--- src/rtl/tx_link_arbiter.sv ---
// tx_link_arbiter: shares one byte-wide transmit link between NUM_REQ sources.
// Each granted packet is framed as LENGTH, DATA x len, PARITY, then an idle GAP.
// Optional build macro FIXED_PRIO_EN: lowest-index requester always wins and
// the round-robin pointer is removed; without it arbitration is round-robin.
`timescale 1ns/1ps

module tx_link_arbiter #(
    parameter int         NUM_REQ    = 4,
    parameter logic [7:0] MAX_LEN    = 8'h14,
    parameter int         GAP_CYCLES = 2
) (
    input  logic                 Clk,
    input  logic                 Rst,
    input  logic [NUM_REQ-1:0]   Req,
    input  logic [8*NUM_REQ-1:0] Req_len,
    input  logic [8*NUM_REQ-1:0] Req_data,
    output logic [NUM_REQ-1:0]   Grant,
    output logic [NUM_REQ-1:0]   Data_rd,
    output logic [7:0]           Out,
    output logic                 Send_flag,
    output logic                 Busy
);

    localparam int IDX_W = (NUM_REQ > 1) ? $clog2(NUM_REQ) : 1;

    localparam logic [2:0] S_IDLE   = 3'd0;
    localparam logic [2:0] S_LENGTH = 3'd1;
    localparam logic [2:0] S_DATA   = 3'd2;
    localparam logic [2:0] S_PARITY = 3'd3;
    localparam logic [2:0] S_GAP    = 3'd4;

    logic [2:0]       state;
    logic [IDX_W-1:0] owner;
    logic [7:0]       len_r;
    logic [7:0]       cnt;
    logic [7:0]       gap_cnt;
    logic [11:0]      par_acc;

`ifndef FIXED_PRIO_EN
    logic [IDX_W-1:0] rr_ptr;
`endif

    logic [7:0]         len_lane  [NUM_REQ];
    logic [7:0]         data_lane [NUM_REQ];
    logic               win_found;
    logic [IDX_W-1:0]   win_idx;
    logic [NUM_REQ-1:0] win_onehot;
    logic [7:0]         len_clamped;
    logic [7:0]         cur_data;
    logic               load_data;
    logic [IDX_W-1:0]   cand_idx;
    int                 cand;

    // Ones count of one byte, feeding the running parity accumulator.
    function automatic logic [3:0] popcount8(input logic [7:0] b);
        logic [3:0] sum;
        sum = 4'd0;
        for (int k = 0; k < 8; k++) begin
            sum = sum + {3'b000, b[k]};
        end
        return sum;
    endfunction

    for (genvar g = 0; g < NUM_REQ; g++) begin : g_lane
        assign len_lane[g]  = Req_len[8*g +: 8];
        assign data_lane[g] = Req_data[8*g +: 8];
    end

    // Pick the winner: first set Req at or after the pointer (or lowest index in fixed mode).
    always_comb begin
        win_found = 1'b0;
        win_idx   = '0;
        cand      = 0;
        cand_idx  = '0;
        for (int i = 0; i < NUM_REQ; i++) begin
`ifdef FIXED_PRIO_EN
            cand = i;
`else
            cand = int'(rr_ptr) + i;
            if (cand >= NUM_REQ) begin
                cand = cand - NUM_REQ;
            end
`endif
            cand_idx = IDX_W'(cand);
            if (!win_found && Req[cand_idx]) begin
                win_found = 1'b1;
                win_idx   = cand_idx;
            end
        end
    end

    // One-hot form of the winner and its clamped length, used on the grant edge.
    always_comb begin
        win_onehot          = '0;
        win_onehot[win_idx] = 1'b1;
        len_clamped         = (len_lane[win_idx] > MAX_LEN) ? MAX_LEN : len_lane[win_idx];
        cur_data            = data_lane[owner];
    end

    // A data byte is taken at the next edge from LENGTH (non-empty) or an unfinished DATA cycle.
    always_comb begin
        load_data = ((state == S_LENGTH) && (len_r != 8'd0)) ||
                    ((state == S_DATA) && (cnt < len_r));
        Data_rd   = '0;
        if (load_data) begin
            Data_rd[owner] = 1'b1;
        end
    end

    // Framing state machine with registered link outputs.
    always_ff @(posedge Clk or posedge Rst) begin
        if (Rst) begin
            state     <= S_IDLE;
            owner     <= '0;
            len_r     <= 8'd0;
            cnt       <= 8'd0;
            gap_cnt   <= 8'd0;
            par_acc   <= 12'd0;
            Grant     <= '0;
            Out       <= 8'd0;
            Send_flag <= 1'b0;
            Busy      <= 1'b0;
`ifndef FIXED_PRIO_EN
            rr_ptr    <= '0;
`endif
        end else begin
            case (state)
                S_IDLE: begin
                    Out       <= 8'd0;
                    Send_flag <= 1'b0;
                    if (win_found) begin
                        state     <= S_LENGTH;
                        owner     <= win_idx;
                        Grant     <= win_onehot;
                        Busy      <= 1'b1;
                        len_r     <= len_clamped;
                        cnt       <= 8'd0;
                        Out       <= len_clamped;
                        Send_flag <= 1'b1;
                        par_acc   <= {8'd0, popcount8(len_clamped)};
                    end
                end
                S_LENGTH, S_DATA: begin
                    if (load_data) begin
                        state   <= S_DATA;
                        Out     <= cur_data;
                        par_acc <= par_acc + {8'd0, popcount8(cur_data)};
                        cnt     <= cnt + 8'd1;
                    end else begin
                        state <= S_PARITY;
                        Out   <= {7'd0, par_acc[0]};
                    end
                end
                S_PARITY: begin
                    state     <= S_GAP;
                    Out       <= 8'd0;
                    Send_flag <= 1'b0;
                    gap_cnt   <= 8'd0;
                end
                S_GAP: begin
                    if (gap_cnt == 8'(GAP_CYCLES - 1)) begin
                        state <= S_IDLE;
                        Grant <= '0;
                        Busy  <= 1'b0;
`ifndef FIXED_PRIO_EN
                        rr_ptr <= (owner == IDX_W'(NUM_REQ - 1)) ? '0 : owner + 1'b1;
`endif
                    end else begin
                        gap_cnt <= gap_cnt + 8'd1;
                    end
                end
                default: begin
                    state <= S_IDLE;
                end
            endcase
        end
    end

endmodule

--- config.mk ---
export PLATFORM = sky130hd
export DESIGN_NAME = tx_link_arbiter
export DESIGN_NICKNAME = d
export VERILOG_FILES = /design/src/rtl/tx_link_arbiter.sv
export SDC_FILE = /design/constraint.sdc
export NUM_CORES = 1
export LEC_CHECK = 0
export BUFFER_PORTS_ARGS = -buffer_cell sky130_fd_sc_hd__buf_2
export CAP_MARGIN = 20
export CELL_PAD_IN_SITES_DETAIL_PLACEMENT = 0
export CELL_PAD_IN_SITES_GLOBAL_PLACEMENT = 1
export CORE_ASPECT_RATIO = 1.1
export CORE_MARGIN = 2
export CORE_UTILIZATION = 35
export DETAILED_ROUTE_END_ITERATION = 10
export PLACE_DENSITY_LB_ADDON = 0.1
export SLEW_MARGIN = 20
export SYNTH_ARGS = -nofsm -noshare
export SYNTH_HDL_FRONTEND = slang
export SYNTH_SLANG_ARGS = --single-unit
--- constraint.sdc ---
create_clock -name Clk -period 4.8 [get_ports Clk]
set_input_delay 0.48 -clock Clk [delete_from_list [all_inputs] [get_ports Clk]]
set_output_delay 0.48 -clock Clk [all_outputs]
set_load 0.02 [all_outputs]
==> impl_results.md, run 1 <==
- Crit path cell chain: a2111oi_0 -> a21boi_0 -> a311o_1 -> buf_4 -> and2_1 -> buf_2
- Slowest cell on crit path: dfrtp_1
- Synth area leaders: dfrtp_1, mux4_2, ha_1, mux2i_1, nand2_1
- Final Max Tran Viols: 0
- CTS tree: built
- Hold_buf cts: 0
- Mean Syn Cell Area: 9.94 um^2
- Crit-path leading delay family: compound AO/OA/AOI/OAI gates
- Largest net degree at the start of global routing: 47
- DRT iter0 DRCs: between 60 and 70
- Post-route insts no fill: 492
- Nets: ~460
- Clock power frac: 0.143
- Clk_lat worst skew: 300 ps
- Cell variety after synth: 48
- Cell taking the most area after synthesis: dfrtp_1
- WP data required: between 4000 and 5000 ps
- Total power: 0.00204 W
- Leak: 1.73 nW
- Seq cells post-synth: between 40 and 50
- CP Capture Type: output port
- RSZ-0062 raised after global routing: false
- Global route overflow: 0
- Post_cts resized: 0
- Max_cap viols: 0
- Period utilisation layout: 0.653
- DR vias/cell: ~5
- Least-Margin Pin Slew: 906 ps
- Storage cell area: 1150 um^2
- Routed wire per std cell: 14.6 um
- WP data arrival: between 2000 and 3000 ps
- Setup-failing EPs final: 0
- Crit Path Max Fanout: 26
- Fillcell total: roughly 820
- Mapped Area: about 2900 um^2
- Max frequency: 319 MHz
- Antenna violations before repair: 0
- YS warnings: 0
- Die height: roughly 100 um
- Full die area: around 9200 um^2
- Setup WS post-layout: 1670 ps
- Rel. slew slack: 0.391
- Sequential group share of total power: 0.324
- Gpl congestion: 0.764
- Buf/Inv on CP: 2
- Area of the multi-input gates: 1670 um^2
- Post-Place Cells: around 480
- Switching share of total power: 0.435
- Asr flop ratio synth: 1.00
- Path type of the worst setup path: reg2out
- Final HPWL DP: roughly 5600 um
- Core area: 8280 um^2
- Setup crit start kind: flop
- Pwr dens: 567 nW/um^2
- Share of cells above drive strength 1: 0.323
- Share of the synthesized area in the top cell type: 0.391
- TNS Setup: 0 ps
- Post-CTS setup buffer count: 0
- Clock Path Buffers: 2
- Post-synthesis sequential area ratio: 0.391
- Starting Density: 0.355
- Clk root buf: clkbuf_8
- Syn nets: 380
- Chip width: just over 90 um
- CP peak stage delay: ~700 ps
- Cells after Synth: 296
- P_sw: 0.000885 W
- Outcome: finished clean
- DR pass1 iterations: 4
- Clk sinks: 46
- GRT Total Usage: 0.163
- Area Overhead vs Synth: 22.1%
- H-tree depth: 2
- Number of buffers created by CTS: 5
- Site row count: 35
- Crit path time final: 3130 ps
- Combinational share of power: 0.533
- Hold Crit Class: in2async
- WHS: about 300 ps
- Setup WS pre-CTS: around 2000 ps
- WL final: 7190 um
- Post-synth EDFFs: 0
- Max rail drop VDD: 0.182 mV
- Clock-pin transition on the worst setup and hold timing paths: ~90 ps
- Antenna Violating Nets Remaining: 0
- PortBufs: 87
- Clock Skew: 6.03 ps
- Via count: 2450
- Boundary Pins: 88
- Final Hold Viols: 0
- Post-route DRC: 0
- Internal power: roughly 0.0012 W
- Antenna diode count: 0
- Vias in the first global route: 2455
- Global-route wire length before repair: 12000 um
- Post-synth top flop: dfrtp_1
## worst register-to-register path, cell delays in order, from the launching register on
cell and delay, ps:
dfrtp_1 700, a2111oi_0 510, a21boi_0 230, a311o_1 290
buf_4 280, mux2_2 370, a21oi_1 140, a21oi_1 80
## layout by cell type, fill, tap and decap left out, drive strengths merged, types with 2 or more instances in the layout
| cell type | count |
|---|---|
| clkbuf | 7 |
| nand3 | 9 |
| a21oi | 12 |
| nor4 | 5 |
| xnor2 | 11 |
| dfrtp | 46 |
| mux4 | 8 |
| nor2 | 25 |
| nand2b | 2 |
| o21ai | 18 |
| and3 | 3 |
| ha | 14 |
| a22o | 4 |
| nand4 | 6 |
| o31ai | 3 |
| mux2i | 18 |
| a221oi | 2 |
| a2111oi | 2 |
| nor3 | 6 |
| and2 | 5 |
| a21boi | 2 |
| inv | 17 |
| nor2b | 3 |
| mux2 | 6 |
| buf | 90 |
| xor2 | 12 |
| nand2 | 28 |
## sequential cells by signal, indices dropped and copies added, names as in the netlist, 2 cells and up
| name | flops |
|---|---|
| rr_ptr | 2 |
| cnt | 8 |
| len_r | 8 |
| gap_cnt | 8 |
| Grant | 4 |
| owner | 2 |
| state | 3 |
| Out | 8 |
## final timing paths
check | startpoint | to | slack (ps) | cells after the start
max | state[2]$_DFFE_PP0P_ | Data_rd[2] | 1670 | 6
min | Rst | len_r[7]$_DFFE_PP0P_ | 300 | 2
max reg2reg | state[2]$_DFFE_PP0P_ | Out[0]$_DFFE_PP0N_ | 2090 | 7
min reg2reg | Grant[0]$_DFFE_PP0P_ | Grant[0]$_DFFE_PP0P_ | 480 | 2
max in group asynchronous | Rst | cnt[3]$_DFFE_PP0P_ | 4020 | 2
min in group Clk | Grant[0]$_DFFE_PP0P_ | Grant[0]$_DFFE_PP0P_ | 480 | 2
## synth_stat cells (2+ instances only)
cell type,count
nor4_1,4
o31ai_1,3
xor2_1,12
xnor2_1,11
nor2_1,24
buf_2,3
nand3_1,9
nand2_1,28
mux4_2,8
and2_1,5
nor2b_1,3
mux2_2,6
a21oi_1,12
mux2i_2,4
nand4_1,6
and3_1,3
o21ai_0,17
inv_1,18
nand2b_1,2
a22o_1,4
ha_1,14
a2111oi_0,2
a221oi_2,2
a21boi_0,2
nor3_1,6
clkbuf_1,9
mux2i_1,13
dfrtp_1,46
## area by class of cell
type / instances / share of cell area
tap: 111 / 0.0387
clock inverter: 1 / 0.00836
multi-input combinational: 219 / 0.465
clock buffer: 7 / 0.0212
sequential: 46 / 0.320
inverter: 18 / 0.0192
timing repair buffer: 90 / 0.127
## routing by layer
layer	part of all wire	GRT usage	wire length (um)
met1	0.46	0.220	3320
met2	0.47	0.273	3410
met3	0.053	0.0285	378
met4	0.010	0.0420	75
met5	0	0	0
## through the flow
stage           util  area, um^2
6_report       0.434        3590
5_1_grt        0.434        3590
4_1_cts        0.434        3590
3_5_place_dp   0.421        3480
3_3_place_gp   0.421        3480
2_1_floorplan      -        2940
## cell families (layout without fill, tap and decap cells)
family | Yosys count | in the layout | share of synthesized area
AOI/OAI and AO/OA | 52 | 52 | 0.120
xor gates and xnor gates | 23 | 23 | 0.0685
adders and majority gates | 14 | 14 | 0.0595
buffers and inverters | 31 | 116 | 0.0434
DFF | 46 | 46 | 0.391
muxes | 32 | 32 | 0.155
and+or+nand+nor | 98 | 98 | 0.162
## power groups by stage
stage | registers, W | logic [W] | clock network (W)
3_3_place_gp | 0.000667 | 0.00110 | 0
4_1_cts | 0.000662 | 0.00111 | 0.000300
5_1_grt | 0.000685 | 0.00122 | 0.000319
6_report | 0.000659 | 0.00109 | 0.000291
3_5_place_dp | 0.000667 | 0.00110 | 0
2_1_floorplan | 0.000638 | 0.000843 | 0
Note: power is estimated with default switching activity, not from simulation.
==> run 2: changes to the inputs <==
clock period = 2.6 ns   (was 4.8 ns; I/O delays follow)
==> run 2 against run 1 <==
  * Cell count up 3.5%
  * Clock power is 52% higher
  * Sequential share of layout area decreased by 1.5 points
  * Power is 94% higher
  * Flip-flop and latch count did not move
  * Critical path type unchanged
  * Critical endpoint unchanged
  * Largest cell class unchanged
  * Highest routed layer unchanged
==> impl_results.md, run 2 (synthesis results as in run 1) <==
- Global route overflow: 0 (unchanged)
- Final HPWL DP: 5910 um (+5.9%)
- H-tree depth: 2 (unchanged)
- Path type of the worst setup path: reg2out
- Rel. slew slack: 0.411 (+0.0201)
- Pwr dens: 1050 nW/um^2 (+85%)
- Clk sinks: 46 (unchanged)
- Crit path time final: approximately 2500 ps
- Hold path depth: 3
- Antenna diode count: 0 (unchanged)
- Full die area: 9150 um^2 (unchanged)
- Via count: 2490 (+1.6%)
- Crit Path Max Fanout: 7 (-73%)
- WP data arrival: 2220 ps (-430 ps)
- Crit path cell chain: inv_1 -> ha_4 -> a2111oi_4 -> a21boi_1 -> a311o_1 -> buf_6 -> and2_1 -> buf_2
- Starting Density: 0.355 (unchanged)
- Setup crit start kind: flop
- Setup WS pre-CTS: -82.9 ps (-2060 ps)
- Clk_lat worst skew: 300 ps (about the same)
- CP peak stage delay: 390 ps (-310 ps)
- Global-route wire length before repair: 12300 um (+1.7%)
- Antenna Violating Nets Remaining: 0 (unchanged)
- Clock Skew: 7.92 ps (+1.89 ps)
- Clock Path Buffers: 2 (unchanged)
- Share of cells above drive strength 1: 0.362 (+0.0390)
- Final Max Tran Viols: 0 (unchanged)
- CTS tree: built
- Slowest cell on crit path: dfrtp_1
- Routed wire per std cell: 14.8 um (+1.1%)
- Max_cap viols: 0 (unchanged)
- Gpl congestion: 0.738 (-3.4%)
- Leak: 1.83 nW (+5.5%)
- WP data required: 2340 ps (-1980 ps)
- Site row count: 35 (unchanged)
- Number of buffers created by CTS: 5 (unchanged)
- Total power: 0.00396 W (+94%)
- Largest net degree at the start of global routing: 33 (-30%)
- Commonest non-fill, non-tap cells in the layout: buf_2, dfrtp_1, nand2_1, nor2_1
- DR vias/cell: 4.89 (-1.8%)
- GRT Total Usage: 0.166 (+0.00265)
- Worst Reg-to-Reg Cells: 9 (+2)
- Boundary Pins: 88 (unchanged)
- WL final: 7520 um (+4.6%)
- Core area: 8280 um^2 (unchanged)
- DR pass1 iterations: 4 (unchanged)
- Antenna violations before repair: 0 (unchanged)
- Nets: 481 (+3.7%)
- Hold Crit Class: in2reg
- Most common cell after layout, fill and taps aside: buf_2
- Period utilisation layout: 0.955
- Vias in the first global route: 2540 (+3.5%)
- Setup-failing EPs final: 0 (unchanged)
- Clock-pin transition on the worst setup and hold timing paths: 90 ps (about the same)
- WHS: 435 ps (+138 ps)
- CP Capture Type: output port
- Clk root buf: clkbuf_8
- Final Hold Viols: 0 (unchanged)
- Chip width: 91.4 um (unchanged)
- Max rail drop VDD: 0.328 mV (+81%)
- Setup WS post-layout: 117 ps (-1550 ps)
- Least-Margin Pin Slew: 881 ps (-24.5 ps)
- Die height: 100 um (unchanged)
- Post-route DRC: 0 (unchanged)
- PortBufs: 87 (unchanged)
- Area Overhead vs Synth: 28.2%
- Max frequency: a little over 400 MHz
- Outcome: finished clean
- DRT iter0 DRCs: 80 (+18%)
==> run 2: cell count changes in the layout (fill, tap and decap cells not counted), sizes merged <==
cell and delta:
buf +16, bufinv -1, clkbuf -1, clkinv +1, dlygate4sd3 +1, inv +1
==> run 2: power by group <==
group	internal, W	total [W]	switching (W)
registers	0.000932	0.00114	0.000205
logic	0.00111	0.00238	0.00126
clock network	0.000190	0.000443	0.000252
total	0.00224	0.00396	0.00172
==> run 2: critical path: cells and delay by family, from the launching register on <==
family                   cells  cell delay (ps)
AO/OA/AOI/OAI                3              720
adder cells (fa/ha/maj)      1              230
buffers and inverters        3              440
flip-flops                   1              390
AND/OR/NAND/NOR              1              130
==> run 2: cell type report <==
class	count	area, um^2
Clock buffer	6	72.6
Clock inverter	2	13.8
Fill cell	846	4500
Inverter	18	67.6
Multi-Input combinational cell	219	1720
Sequential cell	46	1150
Tap cell	111	139
Timing Repair Buffer	107	604
==> run 2: final timing paths <==
path	startpoint	to	slack, ps
max	len_r[7]$_DFFE_PP0P_	Data_rd[2]	120
max reg2reg	rr_ptr[1]$_DFFE_PP0P_	par_acc[0]$_DFFE_PP0P_	170
min reg2reg	Grant[0]$_DFFE_PP0P_	Grant[0]$_DFFE_PP0P_	490
min	Req_data[23]	Out[7]$_DFFE_PP0N_	430
max in group asynchronous	Rst	state[1]$_DFFE_PP0P_	1430
min in group asynchronous	Rst	Out[5]$_DFFE_PP0N_	450
==> run 2: timing repair <==
action / in CTS / in global routing
endpoints found under the hold margin: 14 / 0
pin swaps: 1 / 2
resized for setup: 5 / 4
setup buffers: 1 / 3
hold buffers: 1 / 0
setup endpoints to repair: 6 / 7
==> run 2: per-stage QoR <==
stage	TNS [ps]	instances	area, um^2	utilization
floorplan	0	296	2940	-
detailed placement	-141	496	3570	0.432
global route	-3.12	509	3770	0.456
finish	0	509	3770	0.456
CTS	0	506	3700	0.447
global placement	0	496	3570	0.432
==> run 2: layer usage <==
layer	GRT usage	share of wire	vias to the layer above
li1	-	-	1253
met1	0.226	0.46	1161
met2	0.280	0.49	72
met3	0.0263	0.043	4
met4	0.0350	0.0065	0
met5	0	0	-
